<file path="config.mk">
export PLATFORM = sky130hd
export DESIGN_NAME = alu_flat
export DESIGN_NICKNAME = d
export VERILOG_FILES = /design/src/rtl/alu_if.sv /design/src/rtl/alu.sv /design/src/flat_wrapper.sv
export SDC_FILE = /design/constraint.sdc
export NUM_CORES = 1
export LEC_CHECK = 0
export ABC_AREA = 1
export CAP_MARGIN = 20
export CORE_ASPECT_RATIO = 0.75
export CORE_MARGIN = 4
export CORE_UTILIZATION = 28
export CTS_BUF_LIST = sky130_fd_sc_hd__clkbuf_16
export DETAILED_ROUTE_END_ITERATION = 8
export HOLD_SLACK_MARGIN = 0.05
export PLACE_DENSITY_LB_ADDON = 0.2
export SETUP_SLACK_MARGIN = 0.1
export SYNTH_ARGS = -nofsm -noshare
export SYNTH_HDL_FRONTEND = slang
export SYNTH_SLANG_ARGS = --single-unit
</file>
<file path="constraint.sdc">
create_clock -name clk -period 0.85 [get_ports clk]
set_input_delay 0.085 -clock clk [delete_from_list [all_inputs] [get_ports clk]]
set_output_delay 0.085 -clock clk [all_outputs]
set_load 0.05 [all_outputs]
</file>
<file path="src/rtl/alu_if.sv">
// Operand/result bundle between the execute stage and the ALU.
// Latency: none, plain wires.
// Backpressure: none; the ALU accepts operands every cycle.
interface alu_if;
  logic [31:0] rs1;
  logic [31:0] rs2;
  logic [2:0]  funct3;
  logic        funct7;
  logic [31:0] rd;
  logic        z;

  // execute stage drives operands and reads the registered result
  modport master (
    output rs1,
    output rs2,
    output funct3,
    output funct7,
    input  rd,
    input  z
  );

  // ALU consumes operands and drives the registered result
  modport slave (
    input  rs1,
    input  rs2,
    input  funct3,
    input  funct7,
    output rd,
    output z
  );
endinterface

</file>
<file path="src/rtl/alu.sv">
// RV32I register-register ALU (ADD/SUB/SLL/SLT/SLTU/XOR/SRL/SRA/OR/AND).
// Latency: one cycle; result and non-zero flag are registered.
// Backpressure: none; new operands are taken every cycle, never stalls.
module alu (
  input logic   clk,
  input logic   rst,
  alu_if.slave  bus
);

  localparam logic [2:0] F3_ADDSUB = 3'b000;
  localparam logic [2:0] F3_SLL    = 3'b001;
  localparam logic [2:0] F3_SLT    = 3'b010;
  localparam logic [2:0] F3_SLTU   = 3'b011;
  localparam logic [2:0] F3_XOR    = 3'b100;
  localparam logic [2:0] F3_SRLSRA = 3'b101;
  localparam logic [2:0] F3_OR     = 3'b110;
  localparam logic [2:0] F3_AND    = 3'b111;

  logic [31:0] r;
  logic [31:0] rd_q;
  logic        z_q;
  logic [4:0]  shamt;
  logic        lt_s;
  logic        lt_u;
  logic [31:0] sra_res;

  // only the low five bits of rs2 matter for shifts; upper bits are ignored
  assign shamt = bus.rs2[4:0];

  assign lt_s = $signed(bus.rs1) < $signed(bus.rs2);
  assign lt_u = bus.rs1 < bus.rs2;

  // kept in its own signed expression so the sign fill is not lost to
  // unsigned context promotion inside the mux below
  assign sra_res = $signed(bus.rs1) >>> shamt;

  // combinational result selection; funct7 only matters for add/sub and shifts right
  always_comb begin
    r = 32'h0;
    case (bus.funct3)
      F3_ADDSUB: begin
        if (bus.funct7) r = bus.rs1 - bus.rs2;
        else            r = bus.rs1 + bus.rs2;
      end
      F3_SLL:    r = bus.rs1 << shamt;
      F3_SLT:    r = {31'h0, lt_s};
      F3_SLTU:   r = {31'h0, lt_u};
      F3_XOR:    r = bus.rs1 ^ bus.rs2;
      F3_SRLSRA: begin
        if (bus.funct7) r = sra_res;
        else            r = bus.rs1 >> shamt;
      end
      F3_OR:     r = bus.rs1 | bus.rs2;
      F3_AND:    r = bus.rs1 & bus.rs2;
      default:   r = 32'h0;
    endcase
  end

  // register result and non-zero flag; reset clears both immediately
  always_ff @(posedge clk or posedge rst) begin
    if (rst) begin
      rd_q <= 32'h0;
      z_q  <= 1'b0;
    end else begin
      rd_q <= r;
      z_q  <= (r != 32'h0);
    end
  end

  assign bus.rd = rd_q;
  assign bus.z  = z_q;

endmodule

</file>
<file path="src/flat_wrapper.sv">
// flat-port wrapper written by rule: the top's interface ports become plain ports
module alu_flat 
  (clk, rst, bus_rs1, bus_rs2, bus_funct3, bus_funct7, bus_rd, bus_z);
  alu_if bus_i ();
  input logic clk;
  input logic rst;
  input wire logic [$bits(bus_i.rs1)-1:0] bus_rs1;
  input wire logic [$bits(bus_i.rs2)-1:0] bus_rs2;
  input wire logic [$bits(bus_i.funct3)-1:0] bus_funct3;
  input wire logic [$bits(bus_i.funct7)-1:0] bus_funct7;
  output wire logic [$bits(bus_i.rd)-1:0] bus_rd;
  output wire logic [$bits(bus_i.z)-1:0] bus_z;
  assign bus_i.rs1 = bus_rs1;
  assign bus_i.rs2 = bus_rs2;
  assign bus_i.funct3 = bus_funct3;
  assign bus_i.funct7 = bus_funct7;
  assign bus_rd = bus_i.rd;
  assign bus_z = bus_i.z;
  alu u_core (.clk(clk), .rst(rst), .bus(bus_i));
endmodule
</file>
# Word-level counts from Yosys, hierarchy flattened
# Cells that the tools add are included.
# totals
register_bits,33
out_inout_bits,33
# classes
n_addsub,2
magnitude_cmp,2
n_eq_ne,7
shifts,3
muxes,3
n_bitwise,3
n_reduce_logical,2
# op_table
cell,n
$pmux 32 s8,1
$lt 32x32->1,2
$mux 32,2
$add 32x32->32,1
$and 32x32->32,1
$or 32x32->32,1
$reduce_bool 32->1,1
$shl 32x5->32,1
$shr 32x5->32,1
$sshr 32x5->32,1
$sub 32x32->32,1
$xor 32x32->32,1
$eq 3x3->1 const B,4
$eq 3x2->1 const B,2
$eq 3x1->1 const B,1
$logic_not 3->1,1

# Longest topological paths before layout
# Gate-level depths: netlist of the first run.
# logic_depth
word_depth,4
depth_mapped,24
ltp_nobuf,22

# Worst setup path before layout of the first run
# OpenSTA, ideal clock, no wires.
# synth_timing
path_type,input -> register
start,input port bus_rs2[3]
end,register u_core.z_q (netlist: u_core.bus.z)
arrival_ps,2243
slack_ps,-1518
stages,19
path_buffers,3
path_cell_list,inv_1 -> buf_2 -> clkbuf_1 -> ha_1 -> buf_2 -> nor2_1 -> nand2_1 -> nor2_1 -> nand2_1 -> nand3b_1 -> nand2_1 -> a21oi_1 -> nor2_1 -> nor2_1 -> nand2_1 -> nor2_1 -> nand2_1 -> nor2_1 -> nand3_1
# synth_via
elab_chain_cells,4
elab_cells_between_ends,14
classes_between,2 x add/sub; 2 x order compare; 3 x shift; 3 x mux; 3 x bitwise; 1 x reduce/logical
# synth_lines
element,line_no,text
"start, declared",flat_wrapper.sv:8,input wire logic [$bits(bus_i.rs2)-1:0] bus_rs2;
$add 32x32->32 (tied with other cells),alu.sv:43,else r = bus.rs1 + bus.rs2;
"$mux 32, on equally long branches","alu.sv:42, alu.sv:50",
$pmux 32 s8 (*),alu.sv:40,case (bus.funct3)
$reduce_bool 32->1 (*),alu.sv:66,z_q <= (r != 32'h0);
"end signal, assigned",alu.sv:66,
"end, declared",alu.sv:21,logic z_q;
# Every way passes the cells marked *; elsewhere a longest branch is shown, timed or not.

# Worst setup path in the final report of the first run
# layout_timing
start,input port bus_rs1[7]
end,register u_core.z_q (netlist: u_core.bus.z)
# layout_via
elab_chain_cells,4
elab_cells_between_ends,14
classes_between,2 x add/sub; 2 x order compare; 3 x shift; 3 x mux; 3 x bitwise; 1 x reduce/logical
# layout_lines
element,line_no,text
"start, declared",flat_wrapper.sv:7,input wire logic [$bits(bus_i.rs1)-1:0] bus_rs1;
$add 32x32->32 (tied with other cells),alu.sv:43,
"$mux 32, on equally long branches","alu.sv:42, alu.sv:50",
$pmux 32 s8 (*),alu.sv:40,
$reduce_bool 32->1 (*),alu.sv:66,
# Marked as above.

==> results.toml, run 1 <==
[place]
dp_cells = 3098
dp_hpwl_mm = 53.7
dpl-instance-area_um2 = 16100
io_buffers = 102
gp_congestion = 1.02

[timing]
report.final.slew_viol_count = 0
slew_headroom_pct = 66.0
fmax_mhz = 470
setup_violations = 66
hold_viol = 0
rsz0062_at_grt = "yes"
fin_crit_sh_pct = 250
setup_tns_ns = -32.55
period_minus_slack_ns = 2.13
worstMarginPinSlew_ns = 0.508
layout_setup_ws_ns = -1.28

[layout]
finalInstanceArea_um2 = 22000
syn2layout_area_growth_pct = 103
layout-drive-gt1-share_pct = 56.4
finalNonFillerCells = 3253
num-nets-final = 2902
fin_util_pct = 57.4

[outcome]
run_status = "finished with violations"
violations = "antenna rules, setup timing"

[synthesis]
synthTopCellsByArea = "nand2_1 25%, nand3_1 18%, ha_1 11%, inv_1 9.8%, dfrtp_1 7.6%"
synth_top_area_share_pct = 25.4
synth.cell_area_um2 = 10900
syn_inst = 2110
synth-edff-count = 0
synth.distinct_cells = 41
yosysMostFrequentCell = "nand2_1"
synthArstFlopShare_pct = 100
synth_top_area_cell = "nand2_1"
syn_nets = 2279
synth.avg_cell_area_um2 = 5.15
ys_seq_area_share_pct = 7.60
ys_seq_elements = 33
yosys-top-cells-count = "735 x nand2_1, 395 x nand3_1, 284 x inv_1, 154 x nor2_1"
synthFlopType = "dfrtp_1"
yosys_warnings = 0

[clock_network]
cts.sinks = 33
cts_root_buffer = "clkbuf_16"
cts-buffers-inserted = 5
clk_path_buf_depth = 2
ctsHoldBuffers = 0
htree_levels = 2
tritoncts = "built"
path_clk_slew_ns = 0.07

[run]
maxCapViolations = 0

[critical_path]
slowest_delay_ns = 0.20
crit_type = "input pin to flop"
cpMostUsedCell = "nor2_4"
worstSetupStartpointType = "input pin"
slowest_stage = "ha_4"
arrival_ns = 2.31
path_delay_family = "simple AND/OR/NAND/NOR gates"
crit_chain = "buf_8, inv_4, ha_4, buf_6, nor2_4, nand2_2, nor2_2, nand2_1, nand3b_1, buf_6, nand2_4, a21oi_4, nor2_4, nor2_4, nand2_1, nor2_2, nand2_4, nor2_4, nand3_2"
worst-path-buf-inv = 4
cp-end-kind = "flop"
worstPathMaxFanout = 3
worstPathRequired_ns = 1.03

[die]
initial_core_util_pct = 28.4
dieArea_um2 = 42100
io_pins = 103
rows = 62
die_h_um = 179
die_width_um = 235
core_um2 = 38300

[routing]
via_count = 17480
drt-pass1-iter-count = 8
antenna_left = 1
wire_per_inst_um = 21.9
drt_wl_total_mm = 71.3
remaining_drc_errors = 0
viasPerCell = 5.37
initialDrtViolationCount = 2264

[global_routing]
grt_pass1_wl_mm = 99.4
antenna_found_initial = 3
grt_pass1_vias = 16002
grt_overflow = 0
grt_max_degree = 65
grt_util_all_layers_pct = 30.9

[power_and_ir_drop]
seqPwrFrac_pct = 9.3
p_switching_mw = 10.4
internal_power_mw = 10.5
power.share.clock_pct = 10.0
ir_drop_mv = 0.922
power_frac_comb_pct = 80.6
power_per_cell_area_nw_per_um2 = 949
total_power_mw = 20.9
swShare_pct = 49.6
leakage_nw = 11.1

[hold_path]
hp-class = "input pin to async pin"
-- power by group through the flow --
| stage | clock (mW) | sequential, mW | combinational (mW) |
|---|---|---|---|
| after floorplan | 0 | 2.60 | 4.87 |
| after global placement | 0 | 1.98 | 11.6 |
| after detailed placement | 0 | 1.98 | 11.6 |
| after CTS | 2.10 | 1.96 | 14.3 |
| after global routing | 2.19 | 1.97 | 17.6 |
| final | 2.10 | 1.95 | 16.8 |
-- cell usage in the layout (no fill, tap or decap), types with 52 or more instances in the layout --
master   count
buf_4      454
nand2_1    443
nand3_1    275
nand2_2    218
inv_1      160
buf_6      130
nand3_2     99
inv_2       97
nand2_4     84
buf_12      60
nor2_1      59
nor2_4      52
-- state kept, by name (all words and copies together) (netlist names) --
register	cells
u_core.bus.rd	32
u_core.bus.z	1
-- per-stage QoR --
| step | hold slack (ns) | setup slack (ns) |
|---|---|---|
| after floorplan | 0.0196 | -1.21 |
| after global placement | 0.377 | -2.70 |
| after detailed placement | 0.381 | -2.71 |
| after CTS | 0.0877 | -1.26 |
| after global routing | 0.0926 | -1.34 |
| final | 0.0812 | -1.28 |
-- area by class of cell --
class / count / area (um^2)
diodes: 7 / 17.5
clock buffers: 5 / 125
clock inverters: 3 / 41.3
fillers: 3651 / 16300
inverters: 297 / 1270
multi-input cells: 1686 / 12200
flip-flops and latches: 33 / 826
well taps: 512 / 641
repair buffers: 709 / 6900
repair inverters: 1 / 16.3
-- cells by family after synthesis --
| logic type | synth area share, % |
|---|---|
| AND/OR/NAND/NOR | 53.9 |
| buffers and inverters | 15.0 |
| AO/OA/AOI/OAI | 11.7 |
| adder cells (fa/ha/maj) | 11.5 |
| flip-flops | 7.60 |
| XOR/XNOR | 0.161 |
| multiplexers | 0.0921 |
-- what timing repair did --
item	in CTS	in global routing
gates resized for setup	907	620
pin swaps	192	275
buffers inserted	85	66
cloned	7	4
setup endpoints to repair	66	66
-- routing by layer --
metal | share of wire, % | global-route usage, %
met1 | 43 | 44.9
met2 | 41 | 45.4
met3 | 11 | 4.93
met4 | 5.2 | 12.4
met5 | 0.020 | 0
-- how the worst max path moves through the flow --
stage	from	end	slack, ns	cells past startpoint
floorplan	bus_rs2[1]	u_core.bus.z	-1.21	21
global placement	bus_rs1[7]	u_core.bus.z	-2.70	20
detailed placement	bus_rs1[7]	u_core.bus.z	-2.71	20
CTS	bus_rs1[0]	u_core.bus.z	-1.26	19
global route	bus_rs1[0]	u_core.bus.z	-1.34	18
finish	bus_rs1[7]	u_core.bus.z	-1.28	19
No activity file was read; power rests on OpenSTA's default activity.
==> run 2, diff against run 1 <==
--- a/config.mk
+++ b/config.mk
@@ -6,7 +6,6 @@
 export NUM_CORES = 1
 export LEC_CHECK = 0
 export ABC_AREA = 1
-export CAP_MARGIN = 20
 export CORE_ASPECT_RATIO = 0.75
 export CORE_MARGIN = 4
 export CORE_UTILIZATION = 28
@@ -15,6 +14,7 @@
 export HOLD_SLACK_MARGIN = 0.05
 export PLACE_DENSITY_LB_ADDON = 0.2
 export SETUP_SLACK_MARGIN = 0.1
+export SLEW_MARGIN = 10
 export SYNTH_ARGS = -nofsm -noshare
 export SYNTH_HDL_FRONTEND = slang
 export SYNTH_SLANG_ARGS = --single-unit
==> constraint.sdc (replaced) <==
create_clock -name clk -period 2.7 [get_ports clk]
set_input_delay 0.27 -clock clk [delete_from_list [all_inputs] [get_ports clk]]
set_output_delay 0.27 -clock clk [all_outputs]
set_load 0.05 [all_outputs]
==> run 2 against run 1 <==
- the flow now finishes without violations
- design area decreased by 19%
- power down 74%
- largest cell class unchanged
- hold slack better by 0.32 ns
- setup slack gained 1.4 ns
- critical path depth shrank 3
- count of clock-buffer cells in the layout is the same
==> results.toml, run 2 (synthesized netlist as in run 1, its figures left out) <==
[critical_path]
worst-path-buf-inv = 5
worstPathMaxFanout = 7
worstPathRequired_ns = 2.86
crit_chain = "clkdlybuf4s50_1, buf_4, nor2_2, nand2_4, buf_12, buf_4, o22ai_1, a21oi_2, buf_4, o211ai_1, nor2_1, nand2_2, nor2_2, nand2_1, nor2_2, nand3_1"
arrival_ns = 2.72
path_delay_family = "buffers and inverters"
cp-end-kind = "flop"
slowest_stage = "clkdlybuf4s50_1"
worstSetupStartpointType = "input pin"
crit_type = "input pin to flop"
slowest_delay_ns = 0.45

[die]
dieArea_um2 = 42100
io_pins = 103
die_width_um = 235
die_h_um = 179
rows = 62
initial_core_util_pct = 28.4
core_um2 = 38300

[power_and_ir_drop]
power.share.clock_pct = 12.2
p_switching_mw = 2.73
leakage_nw = 9.68
swShare_pct = 50.6
seqPwrFrac_pct = 10.7
total_power_mw = 5.38
ir_drop_mv = 0.246
internal_power_mw = 2.66
power_per_cell_area_nw_per_um2 = 301
power_frac_comb_pct = 77.1

[layout]
num-nets-final = 2833
multiInputGateArea_um2 = 9890
regArea_um2 = 826
largest_register_ff_count = 32
syn2layout_area_growth_pct = 64.5
finalNonFillerCells = 3177
final_common_cell = "nand2_1"
fillCellCount = 4218
layout_common_cells = "633 x nand2_1, 513 x buf_4, 368 x nand3_1"
fin_util_pct = 46.7
antenna_cells = 0
layout-drive-gt1-share_pct = 35.8

[clock_network]
tritoncts = "built"
clk_path_buf_depth = 2
cts_root_buffer = "clkbuf_16"
cts.sinks = 33
htree_levels = 2
path_clk_slew_ns = 0.06
ctsHoldBuffers = 0
cts-buffers-inserted = 5

[timing]
hold_viol = 0
fmax_mhz = 391
worstMarginPinSlew_ns = 0.518
rsz0062_at_grt = "no"
fin_crit_sh_pct = 94.8
setup_violations = 0
slew_headroom_pct = 65.4
setup_tns_ns = 0
report.final.slew_viol_count = 0
period_minus_slack_ns = 2.56

[global_routing]
grtUsageMet1_pct = 47.0
busiest_layer = "met1"
grt_pass1_vias = 15132
grtUsageMet3_pct = 2.70
antenna_found_initial = 1
grt_pass1_wl_mm = 98.2
grt_util_all_layers_pct = 30.9
grt_max_degree = 74
grt_overflow = 0
grt_use_met2_pct = 46.2

[routing]
initialDrtViolationCount = 2002
wire_per_inst_um = 21.4
drt_wl_total_mm = 68.0
drt-pass1-iter-count = 5
viasPerCell = 5.18
remaining_drc_errors = 0
antenna_left = 0
via_count = 16462

[hold_path]
hp-class = "input pin to async pin"

[outcome]
run_status = "finished, final reports clean"

[run]
maxCapViolations = 0

[place]
dp_cells = 3141
dp_hpwl_mm = 57.7
io_buffers = 102
gp_congestion = 1.05
-- run 2: path summary, 6_finish.rpt --
check                         startpoint                end  cells past startpoint
max in group asynchronous            rst  u_core.bus.rd[30]                      3
worst min-delay path                 rst   u_core.bus.rd[5]                      3
worst max-delay path       bus_funct3[1]       u_core.bus.z                     16
min in group clk             bus_rs2[23]  u_core.bus.rd[23]                      7
-- run 2: power groups by stage --
| stage | clock network [mW] | registers (mW) | logic [mW] |
|---|---|---|---|
| 3_3_place_gp | 0 | 0.587 | 3.60 |
| 6_report | 0.656 | 0.577 | 4.15 |
| 4_1_cts | 0.667 | 0.578 | 3.89 |
| 3_5_place_dp | 0 | 0.587 | 3.59 |
| 2_1_floorplan | 0 | 0.818 | 1.49 |
| 5_1_grt | 0.691 | 0.585 | 4.41 |
-- run 2: layout make-up --
type / count / area share [%]
Timing Repair Buffer: 641 / 29.2
Multi-Input combinational cell: 1686 / 55.3
Tap cell: 512 / 3.58
Sequential cell: 33 / 4.62
Clock buffer: 5 / 0.700
Inverter: 297 / 6.28
Clock inverter: 3 / 0.259
-- run 2: per-stage QoR --
step / hold WS, ns / setup WS, ns / instance area [um^2]
2_1_floorplan: 0.399 / 0.147 / 10900
3_3_place_gp: 0.684 / -0.963 / 16000
3_5_place_dp: 0.703 / -0.975 / 16000
4_1_cts: 0.414 / 0.100 / 17200
5_1_grt: 0.485 / 0.0938 / 17900
6_report: 0.398 / 0.140 / 17900
-- run 2: metal layers --
layer | up-vias | part of all wire, %
li1 | 7890 | -
met3 | 92 | 8.4
met4 | 0 | 3.4
met5 | - | 0
met2 | 854 | 41
met1 | 7626 | 47
-- run 2: repair_timing --
| item | CTS | global route |
|---|---|---|
| endpoints found under the setup margin | 23 | 6 |
| setup buffers | 21 | 7 |
| resized for setup | 305 | 219 |
| pin swaps | 56 | 65 |
| cloned | 0 | 0 |
-- run 2: worst min-delay path, stage by stage --
cell and delay, ns:
clkdlybuf4s50_1 0.40, inv_1 0.06, buf_4 0.36
==> run 3, diff against run 2 <==
--- a/config.mk
+++ b/config.mk
@@ -7,7 +7,7 @@
 export LEC_CHECK = 0
 export ABC_AREA = 1
 export CORE_ASPECT_RATIO = 0.75
-export CORE_MARGIN = 4
+export CORE_MARGIN = 5
 export CORE_UTILIZATION = 28
 export CTS_BUF_LIST = sky130_fd_sc_hd__clkbuf_16
 export DETAILED_ROUTE_END_ITERATION = 8
==> run 3 against run 2 <==
- power fell by 1.9%
- design area fell by 1.1%
- critical path depth did not move
==> results.toml, run 3 (synthesized netlist as in run 1, its figures left out) <==
[global_routing]
grt_overflow = 0
grt_pass1_wl_mm = 92.2
grt_util_all_layers_pct = 27.7
grt_pass1_vias = 14872
antenna_found_initial = 1
grt_max_degree = 81

[clock_network]
cts-buffers-inserted = 5
ctsHoldBuffers = 0
tritoncts = "built"
clk_path_buf_depth = 2
path_clk_slew_ns = 0.06
htree_levels = 2
cts_root_buffer = "clkbuf_16"
cts.sinks = 33

[routing]
drt_wl_total_mm = 63.5
initialDrtViolationCount = 2067
via_count = 16345
antenna_left = 0
wire_per_inst_um = 20.2
viasPerCell = 5.21
remaining_drc_errors = 0
drt-pass1-iter-count = 7

[timing]
layout_setup_ws_ns = 0.151
setup_violations = 0
fmax_mhz = 392
hold_viol = 0
fin_crit_sh_pct = 94.4
rsz0062_at_grt = "no"
report.final.slew_viol_count = 0
period_minus_slack_ns = 2.55
worstMarginPinSlew_ns = 0.761
slew_headroom_pct = 49.3

[die]
dieArea_um2 = 42900
initial_core_util_pct = 28.4
die_width_um = 237
core_um2 = 38300
die_h_um = 181
rows = 62
io_pins = 103

[layout]
syn2layout_area_growth_pct = 62.7
layout-drive-gt1-share_pct = 34.4
final_common_cell = "nand2_1"
layout_common_cells = "621 x nand2_1, 482 x buf_4, 362 x nand3_1"
largest_register_ff_count = 32
antenna_cells = 0
num-nets-final = 2795
finalInstanceArea_um2 = 17700
fillCellCount = 4192

[place]
gp_congestion = 1.08
dp_slack_ns = -0.800
dp_hpwl_mm = 52.7
dpl-instance-area_um2 = 15700
io_buffers = 102

[critical_path]
path_delay_family = "simple AND/OR/NAND/NOR gates"
arrival_ns = 2.72
worst-path-buf-inv = 3
crit_chain = "clkdlybuf4s50_1, inv_1, ha_4, inv_1, a21oi_1, nand2_1, nand2_1, nand2_1, a21oi_2, nand3_1, nand3_2, nand3_4, nor2_4, nand3_2, nor2_4, nand3_1"
cpMostUsedCell = "nand2_1"
cp-end-kind = "flop"
worstSetupStartpointType = "input pin"
crit_type = "input pin to flop"
worstPathRequired_ns = 2.87
slowest_stage = "clkdlybuf4s50_1"
worstPathMaxFanout = 6
slowest_delay_ns = 0.48

[power_and_ir_drop]
power_per_cell_area_nw_per_um2 = 299
p_switching_mw = 2.67
internal_power_mw = 2.61
power_frac_comb_pct = 76.8
seqPwrFrac_pct = 10.9
swShare_pct = 50.5
ir_drop_mv = 0.222
leakage_nw = 9.51
total_power_mw = 5.28
power.share.clock_pct = 12.3

[run]
maxCapViolations = 0

[outcome]
run_status = "finished, final reports clean"

[hold_path]
hp-class = "input pin to async pin"
run 3: changes by cell type in the layout (fill, tap and decap cells not counted), sizes merged:
cell	before	now
buf	542	504
dlymetal6s2s	24	14
clkdlybuf4s50	44	52
clkbuf	13	11
clkdlybuf4s15	3	5
dlygate4sd2	20	22
run 3: worst min-delay path, stage by stage:
cell and delay [ns]:
clkdlybuf4s50_1 0.40, inv_1 0.05, buf_4 0.36
run 3: timing repair:
item / CTS / global route
buffers inserted: 10 / 15
pin swaps: 36 / 79
setup endpoints to repair: 24 / 7
resized for setup: 242 / 267
run 3: final cells by class:
| class | instances | area [um^2] | share of cell area, % |
|---|---|---|---|
| sequential | 33 | 826 | 4.67 |
| inverter | 297 | 1120 | 6.36 |
| multi-input combinational | 1686 | 10000 | 56.5 |
| timing repair buffer | 603 | 4920 | 27.8 |
| clock buffer | 5 | 125 | 0.708 |
| clock inverter | 3 | 46.3 | 0.262 |
| tap | 512 | 641 | 3.62 |
run 3: stage by stage:
stage	hold slack (ns)	util (%)	setup TNS, ns	std cells
global placement	0.691	41.0	-8.78	3106
finish	0.379	46.1	0	3139
floorplan	0.399	-	0	2110
global route	0.455	46.1	0	3139
CTS	0.399	43.6	0	3124
detailed placement	0.694	41.0	-8.75	3106
run 3: how the worst max path moves through the flow:
stage,endpoint,slack [ns],from,depth (start not counted)
after floorplan,u_core.bus.z,0.15,bus_rs2[3],19
after global placement,u_core.bus.z,-0.89,bus_rs1[14],23
after detailed placement,u_core.bus.z,-0.80,bus_rs1[14],23
after CTS,u_core.bus.z,0.10,bus_rs2[20],21
after global routing,u_core.bus.z,0.04,bus_rs2[29],21
final,u_core.bus.z,0.15,bus_rs1[27],16
run 3: metal layers:
layer  global-route usage [%]  part of all wire [%]  up-vias
li1                         -                     -     7821
met1                     42.4                    47     7567
met2                     40.4                    41      873
met3                     3.17                   8.8       84
met4                     8.22                   3.6        0
met5                        0                     0        -
run 3: power by group through the flow:
stage / logic (mW) / registers (mW) / clock network, mW
floorplan: 1.49 / 0.818 / 0
global placement: 3.47 / 0.584 / 0
detailed placement: 3.47 / 0.584 / 0
CTS: 3.69 / 0.575 / 0.658
global route: 4.30 / 0.582 / 0.687
finish: 4.06 / 0.574 / 0.651
